### src/rtl/axi_ar_arbiter.sv
// axi_ar_arbiter: two-master arbiter for the AXI read-address channel.
// A grant locks onto one master until its AR handshake completes. The
// granted master index is prepended to its ID so read data can be routed
// back to it.
// Build option: define ARB_ROUND_ROBIN_EN for round-robin arbitration with
// a direct hand-over on handshake. Without it, arbitration is fixed
// priority with M0 over M1, and every handshake returns to IDLE.
module axi_ar_arbiter #(
  parameter int ADDR_W = 32,
  parameter int ID_W   = 4,
  parameter int IDS_W  = 8
) (
  input  logic              ACLK,
  input  logic              ARESETn,
  input  logic [ID_W-1:0]   ARID_M0,
  input  logic [ADDR_W-1:0] ARADDR_M0,
  input  logic [3:0]        ARLEN_M0,
  input  logic [2:0]        ARSIZE_M0,
  input  logic [1:0]        ARBURST_M0,
  input  logic              ARVALID_M0,
  output logic              ARREADY_M0,
  input  logic [ID_W-1:0]   ARID_M1,
  input  logic [ADDR_W-1:0] ARADDR_M1,
  input  logic [3:0]        ARLEN_M1,
  input  logic [2:0]        ARSIZE_M1,
  input  logic [1:0]        ARBURST_M1,
  input  logic              ARVALID_M1,
  output logic              ARREADY_M1,
  output logic [IDS_W-1:0]  ARID_S,
  output logic [ADDR_W-1:0] ARADDR_S,
  output logic [3:0]        ARLEN_S,
  output logic [2:0]        ARSIZE_S,
  output logic [1:0]        ARBURST_S,
  output logic              ARVALID_S,
  input  logic              ARREADY_S,
  output logic [1:0]        GRANT
);

  typedef enum logic [1:0] {
    IDLE = 2'd0,
    GNT0 = 2'd1,
    GNT1 = 2'd2
  } state_t;

  state_t state;
  state_t state_nxt;

  // last = 1'b1 means M1 was granted most recently, so M0 is favoured next
  logic last;
  logic last_nxt;
  logic pick_m1;

  // Arbitration winner in IDLE: M1 wins only when it is the sole requester,
  // or, in round-robin mode, when M0 was the master served most recently
`ifdef ARB_ROUND_ROBIN_EN
  assign pick_m1 = ARVALID_M1 && (!ARVALID_M0 || !last);
`else
  assign pick_m1 = ARVALID_M1 && !ARVALID_M0;
`endif

  // State and priority pointer; reset favours M0 by marking M1 as last
  always_ff @(posedge ACLK) begin
    if (!ARESETn) begin
      state <= IDLE;
      last  <= 1'b1;
    end else begin
      state <= state_nxt;
      last  <= last_nxt;
    end
  end

  // Next-state logic and the combinational forwarding of the granted master
  always_comb begin
    state_nxt  = state;
    last_nxt   = last;
    ARREADY_M0 = 1'b0;
    ARREADY_M1 = 1'b0;
    ARID_S     = '0;
    ARADDR_S   = '0;
    ARLEN_S    = '0;
    ARSIZE_S   = '0;
    ARBURST_S  = '0;
    ARVALID_S  = 1'b0;
    GRANT      = 2'b00;
    case (state)
      IDLE: begin
        if (ARVALID_M0 || ARVALID_M1) begin
          state_nxt = pick_m1 ? GNT1 : GNT0;
        end
      end
      GNT0: begin
        GRANT      = 2'b01;
        ARVALID_S  = ARVALID_M0;
        ARREADY_M0 = ARREADY_S;
        ARID_S     = IDS_W'({4'd0, ARID_M0});
        ARADDR_S   = ARADDR_M0;
        ARLEN_S    = ARLEN_M0;
        ARSIZE_S   = ARSIZE_M0;
        ARBURST_S  = ARBURST_M0;
        if (ARVALID_M0 && ARREADY_S) begin
          last_nxt = 1'b0;
`ifdef ARB_ROUND_ROBIN_EN
          state_nxt = ARVALID_M1 ? GNT1 : IDLE;
`else
          state_nxt = IDLE;
`endif
        end
      end
      GNT1: begin
        GRANT      = 2'b10;
        ARVALID_S  = ARVALID_M1;
        ARREADY_M1 = ARREADY_S;
        ARID_S     = IDS_W'({4'd1, ARID_M1});
        ARADDR_S   = ARADDR_M1;
        ARLEN_S    = ARLEN_M1;
        ARSIZE_S   = ARSIZE_M1;
        ARBURST_S  = ARBURST_M1;
        if (ARVALID_M1 && ARREADY_S) begin
          last_nxt = 1'b1;
`ifdef ARB_ROUND_ROBIN_EN
          state_nxt = ARVALID_M0 ? GNT0 : IDLE;
`else
          state_nxt = IDLE;
`endif
        end
      end
      default: begin
        state_nxt = IDLE;
      end
    endcase
  end

endmodule

### config.mk
export PLATFORM = sky130hd
export DESIGN_NAME = axi_ar_arbiter
export DESIGN_NICKNAME = d
export VERILOG_FILES = /design/src/rtl/axi_ar_arbiter.sv
export SDC_FILE = /design/constraint.sdc
export NUM_CORES = 1
export LEC_CHECK = 0
export ABC_CLOCK_PERIOD_IN_PS = 2600
export CAP_MARGIN = 20
export CORE_MARGIN = 4
export CORE_UTILIZATION = 23
export CTS_CLUSTER_DIAMETER = 80
export CTS_CLUSTER_SIZE = 28
export DETAILED_ROUTE_END_ITERATION = 7
export PLACE_DENSITY = 0.88
export SKIP_CTS_REPAIR_TIMING = 1
export SLEW_MARGIN = 20
export SYNTH_ARGS = -nofsm -noshare
export SYNTH_HDL_FRONTEND = slang
export SYNTH_SLANG_ARGS = --single-unit
### constraint.sdc
create_clock -name ACLK -period 2.6 [get_ports ACLK]
set_clock_uncertainty 0.15 [all_clocks]
set_input_delay 0.78 -clock ACLK [delete_from_list [all_inputs] [get_ports ACLK]]
set_output_delay 0.78 -clock ACLK [all_outputs]
set_load 0.02 [all_outputs]
==> flow_metrics.env, run 1 <==
export IMPL_end_kind="output pin"
export IMPL_hold_ws_ns=0.4628
export IMPL_via_count=1555
export IMPL_routedWlPerCell_um=14.03
export IMPL_avgSynthCellArea_um2=7.099
export IMPL_fmax_mhz=388.9
export IMPL_largest_reg_flops=2
export IMPL_p_leak_uw=0.0009530
export IMPL_maxCapViolCount=0
export IMPL_synth_cells=135
export IMPL_detailedPlacementHpwl_mm=3.819
export IMPL_diodes=0
export IMPL_grt_pass1_wl_mm=6.803
export IMPL_num_rows=23
export IMPL_path_delay_family="buffers and inverters"
export IMPL_clockBufferDepth=2
export IMPL_antenna_found_initial=0
export IMPL_grt_use_total_pct=15.93
export IMPL_die_x_um=72.55
export IMPL_critical_path_class="in -> out"
export IMPL_drv_slew=0
export IMPL_register_area_um2=40.04
export IMPL_netlist_area_um2=958.4
export IMPL_dieHeight_um=72.55
export IMPL_max_stage_delay_ns=0.45
export IMPL_grt_ovfl_total=0
export IMPL_clk_pin_slew_ns=0.03
export IMPL_cts_root_buf="clkbuf_8"
export IMPL_ys_top_cells_by_count="47 x nor2b_1, 46 x a22oi_1, 6 x buf_4"
export IMPL_place_inst=325
export IMPL_power_density_mw_per_mm2=372.9
export IMPL_ys_flop_type="dfxtp_1"
export IMPL_fillers=382
export IMPL_dr_pass1_iters=4
export IMPL_drt_iter0_drc=36
export IMPL_grt_pass1_vias=1580
export IMPL_cts_sinks=2
export IMPL_gp_congestion=0.7178
export IMPL_period_share_pct=98.89
export IMPL_drive_gt1_share_pct=23.74
export IMPL_clk_latency_ns=0.21
export IMPL_worst_slack_ns=0.02885
export IMPL_area_growth_pct=144.0
export IMPL_finalWirelength_mm=4.603
export IMPL_grt_max_degree=35
export IMPL_htree_levels=1
export IMPL_post_place_ws_ns=-0.4211
export IMPL_worstPathRequired_ns=1.67
export IMPL_routed_via_density=4.741
export IMPL_yosysMostFrequentCell="nor2b_1"
export IMPL_initial_core_util_pct=23.79
export IMPL_yosysTopAreaCellShare_pct=36.03
export IMPL_ys_seq_area_share_pct=4.178
export IMPL_synth_warnings=0
export IMPL_multiInputGateArea_um2=799.5
export IMPL_yosys_cell_types_count=20
export IMPL_drc=0
export IMPL_async_reset_ff_share_pct=0
export IMPL_synth_seq_cells=2
export IMPL_path_buf_inv=2
export IMPL_io_pins=149
export IMPL_largestRegisters="state (2)"
export IMPL_finalHoldViolations=0
export IMPL_min_path_type="reg -> reg"
export IMPL_ant_nets=0
export IMPL_slowest_stage="clkdlybuf4s50_1"
export IMPL_peakVddDrop_uv=186.0
export IMPL_fp_coreArea_mm2=0.004029
export IMPL_path_max_fanout=1
export IMPL_cts_tree="done"
export IMPL_die_area_mm2=0.005264
export IMPL_worstPathArrival_ns=1.64
export IMPL_portBuffers=145
export IMPL_outcome="complete, no violations"
export IMPL_regMostFlops="state"
export IMPL_rsz0062_at_grt="true"
export IMPL_cts_made_buffers=3
export IMPL_post_synth_top_area_cell="a22oi_1"
export IMPL_startpoint_type="primary input"
export IMPL_synthTopCellsByArea="a22oi_1 36%, nor2b_1 31%, ha_1 6.5%"
export IMPL_fin_crit_ns=2.571
export IMPL_synth_edff_count=0
export IMPL_path_cells="clkdlybuf4s50_1 -> a22oi_1 -> nor2b_1 -> dlymetal6s2s_1"
export IMPL_fin_nets=380
export IMPL_setup_viol=0
export IMPL_final_cell_count_no_fill=328
==> worst register-to-register path, delay by kind of cell (launching register included) <==
| family | cells | cell delay (ns) |
|---|---|---|
| DFF | 1 | 0.31 |
| adders and majority gates | 1 | 0.27 |
| AOI/OAI and AO/OA | 3 | 0.57 |
| buffers and inverters | 2 | 0.32 |
==> path summary, 6_finish.rpt <==
check | from | endpoint | slack [ns] | cells past startpoint
worst max-delay path | ARADDR_M0[21] | ARADDR_S[21] | 0.03 | 4
worst min-delay path | state[0]$_SDFFE_PN0P_ | state[0]$_SDFFE_PN0P_ | 0.46 | 3
worst max register to register | state[1]$_SDFFE_PN0P_ | state[1]$_SDFFE_PN0P_ | 0.86 | 6
worst min register to register | state[0]$_SDFFE_PN0P_ | state[0]$_SDFFE_PN0P_ | 0.46 | 3
==> metrics by stage <==
stage	utilization (%)	cell area [um^2]	power, uW	setup TNS, ns
detailed placement	62.11	2502	808.0	-18.35
global route	58.04	2338	934.9	-0.007857
floorplan	-	965.9	437.3	0
global placement	62.11	2502	801.1	-17.58
CTS	63.14	2544	933.1	-18.46
finish	58.04	2338	872.0	0
==> where the power goes <==
part           internal (uW)  total (uW)  switching (uW)
sequential              36.0        39.5            3.59
combinational            386         712             326
clock                   97.8         121            23.0
==> cells by family after synthesis <==
kind of cell | after synthesis | synth area share (%)
AO/OA/AOI/OAI | 52 | 41.12
adder cells (fa/ha/maj) | 5 | 6.527
buffers and inverters | 23 | 14.49
flip-flops | 2 | 4.178
other | 1 | 0.3913
AND/OR/NAND/NOR | 52 | 33.29
==> layer usage <==
layer / vias to the layer above / share of wire, % / global-route usage, %
met5: - / 0 / 0
met4: 0 / 0.74 / 3.893
met3: 2 / 14 / 6.233
met2: 88 / 51 / 32.67
met1: 693 / 35 / 14.09
li1: 772 / - / -
==> placed cells by master, fill, tap and decap left out, drive strengths merged <==
cell type and instances:
a211oi 1, a21boi 1, a21o 1, a221oi 1
a22oi 46, and2 2, buf 28, clkbuf 35
clkdlybuf4s50 96, conb 3, dfxtp 2, dlymetal6s2s 2
ha 5, inv 3, nand2 2, nand3 1
nor2b 47, o221a 1, o22ai 1
==> final cells by class <==
class                           instances  area share [%]
Clock buffer                            3           1.766
Tap cell                               50           2.675
Sequential cell                         2           1.712
Timing Repair Buffer                  158           59.18
Inverter                                3          0.4815
Multi-Input combinational cell        112           34.19
Power figures use the tool's default switching activity.
==> run 2, diff against run 1 <==
Settings changed: MAX_ROUTING_LAYER set to met4, PLACE_DENSITY 0.88 to 0.81.
==> run 2 against run 1 <==
Sequential share of layout area unchanged. Via count down 0.39%. Combinational power about the same. Clock-buffer cell count unchanged. Worst setup slack worse by 0.0047 ns. Cell count up 0.61%. Design area unchanged. Clock power up 5%. Critical endpoint is now ARADDR_S[10].
==> flow_metrics.env, run 2 (synthesized netlist as in run 1, its figures left out) <==
export IMPL_fillers=403
export IMPL_maxCapViolCount=0
export IMPL_clockBufferDepth=2
export IMPL_fin_nets=382
export IMPL_layout_commonest_cell="clkdlybuf4s50_1"
export IMPL_ant_nets=0
export IMPL_outcome="complete, no violations"
export IMPL_drv_slew=0
export IMPL_startpoint_type="primary input"
export IMPL_dpl_cell_area_mm2=0.002515
export IMPL_p_leak_uw=0.0009381
export IMPL_end_kind="output pin"
export IMPL_routedWlPerCell_um=14.45
export IMPL_peakVddDrop_uv=264.9
export IMPL_timing_rr_start="state[1]$_SDFFE_PN0P_"
export IMPL_area_growth_pct=144.0
export IMPL_critical_path_class="in -> out"
export IMPL_clk_pin_slew_ns=0.03
export IMPL_final_cell_count_no_fill=330
export IMPL_r2r_cells=6
export IMPL_grt_use_total_pct=16.28
export IMPL_setup_viol=0
export IMPL_final_core_util_pct=58.04
export IMPL_regMostFlops="state"
export IMPL_dr_pass1_iters=4
export IMPL_power_density_mw_per_mm2=376.8
export IMPL_path_max_fanout=1
export IMPL_worstPathArrival_ns=1.65
export IMPL_num_rows=23
export IMPL_cts_made_buffers=3
export IMPL_worstPathRequired_ns=1.67
export IMPL_cts_sinks=2
export IMPL_gp_congestion=0.7052
export IMPL_via_count=1549
export IMPL_clk_latency_ns=0.22
export IMPL_routed_via_density=4.694
export IMPL_grt_pass1_wl_mm=6.817
export IMPL_regToRegSetupSlack_ns=0.90
export IMPL_min_path_type="reg -> reg"
export IMPL_timing_critical_path_from="ARADDR_M0[10]"
export IMPL_die_x_um=72.55
export IMPL_fmax_mhz=388.2
export IMPL_finalWirelength_mm=4.767
export IMPL_drc=0
export IMPL_htree_levels=1
export IMPL_diodes=0
export IMPL_portBuffers=145
export IMPL_antenna_found_initial=0
export IMPL_largest_reg_flops=2
export IMPL_dieHeight_um=72.55
export IMPL_detailedPlacementHpwl_mm=3.860
export IMPL_grt_ovfl_total=0
export IMPL_worstHoldStart="state[0]$_SDFFE_PN0P_"
export IMPL_cts_tree="done"
export IMPL_tns_ns=0
export IMPL_grt_pass1_vias=1523
export IMPL_period_share_pct=99.07
export IMPL_cts_root_buf="clkbuf_8"
export IMPL_fin_crit_ns=2.576
export IMPL_finalHoldViolations=0
export IMPL_io_pins=149
export IMPL_worst_r2r_endpoint="state[1]$_SDFFE_PN0P_"
export IMPL_drt_iter0_drc=78
export IMPL_drive_gt1_share_pct=25.00
export IMPL_grt_max_degree=47
export IMPL_whs_endpoint="state[0]$_SDFFE_PN0P_"
export IMPL_final_cell_mix="96 x clkdlybuf4s50_1, 47 x nor2b_1, 44 x a22oi_1"
export IMPL_fp_coreArea_mm2=0.004029
export IMPL_largestRegisters="state (2)"
export IMPL_die_area_mm2=0.005264
export IMPL_rsz0062_at_grt="false"
export IMPL_hold_depth=3
export IMPL_place_inst=327
export IMPL_initial_core_util_pct=23.79
export IMPL_postLayoutCellArea_mm2=0.002338
run 2: area by class of cell:
| type | count | area, um^2 | share of cell area [%] |
|---|---|---|---|
| well taps | 50 | 62.56 | 2.675 |
| inverters | 3 | 11.26 | 0.4815 |
| flip-flops and latches | 2 | 40.04 | 1.712 |
| multi-input cells | 112 | 802.0 | 34.30 |
| repair buffers | 160 | 1381 | 59.07 |
| clock buffers | 3 | 41.29 | 1.766 |
run 2: how the worst max path moves through the flow:
| stage | end | slack [ns] | cells after the start |
|---|---|---|---|
| 2_1_floorplan | ARADDR_S[0] | 0.26 | 5 |
| 3_3_place_gp | ARVALID_S | -0.43 | 4 |
| 3_5_place_dp | ARADDR_S[18] | -0.41 | 4 |
| 4_1_cts | ARVALID_S | -0.41 | 4 |
| 5_1_grt | ARADDR_S[13] | 0.00008 | 4 |
| 6_report | ARADDR_S[10] | 0.02 | 4 |
run 2: metrics by stage:
stage                     hold WS (ns)  setup slack, ns  power, uW
after floorplan                 0.3301           0.2585      437.3
after global placement          0.4578          -0.4259      800.5
after detailed placement        0.4730          -0.4076      809.5
after CTS                       0.4786          -0.4136      945.5
after global routing            0.4999       0.00008393      945.2
final                           0.4743          0.02415      881.1
run 2: per-layer routing:
layer	GRT usage (%)	vias to the layer above	part of all wire [%]
li1	-	776	-
met1	16.74	691	36
met2	30.46	75	53
met3	2.909	7	9.6
met4	5.943	0	1.9
met5	-	-	0
run 2: critical path: stages:
cell and delay [ns]:
clkdlybuf4s50_1 0.45, a22oi_1 0.08, nor2b_1 0.15, clkbuf_2 0.19
run 2: power breakdown:
part	total [uW]	leakage, uW	internal, uW	switching [uW]
clock	127	0.0000216	98.3	29.0
sequential	40.3	0.0000165	36.0	4.37
combinational	713	0.000900	384	329
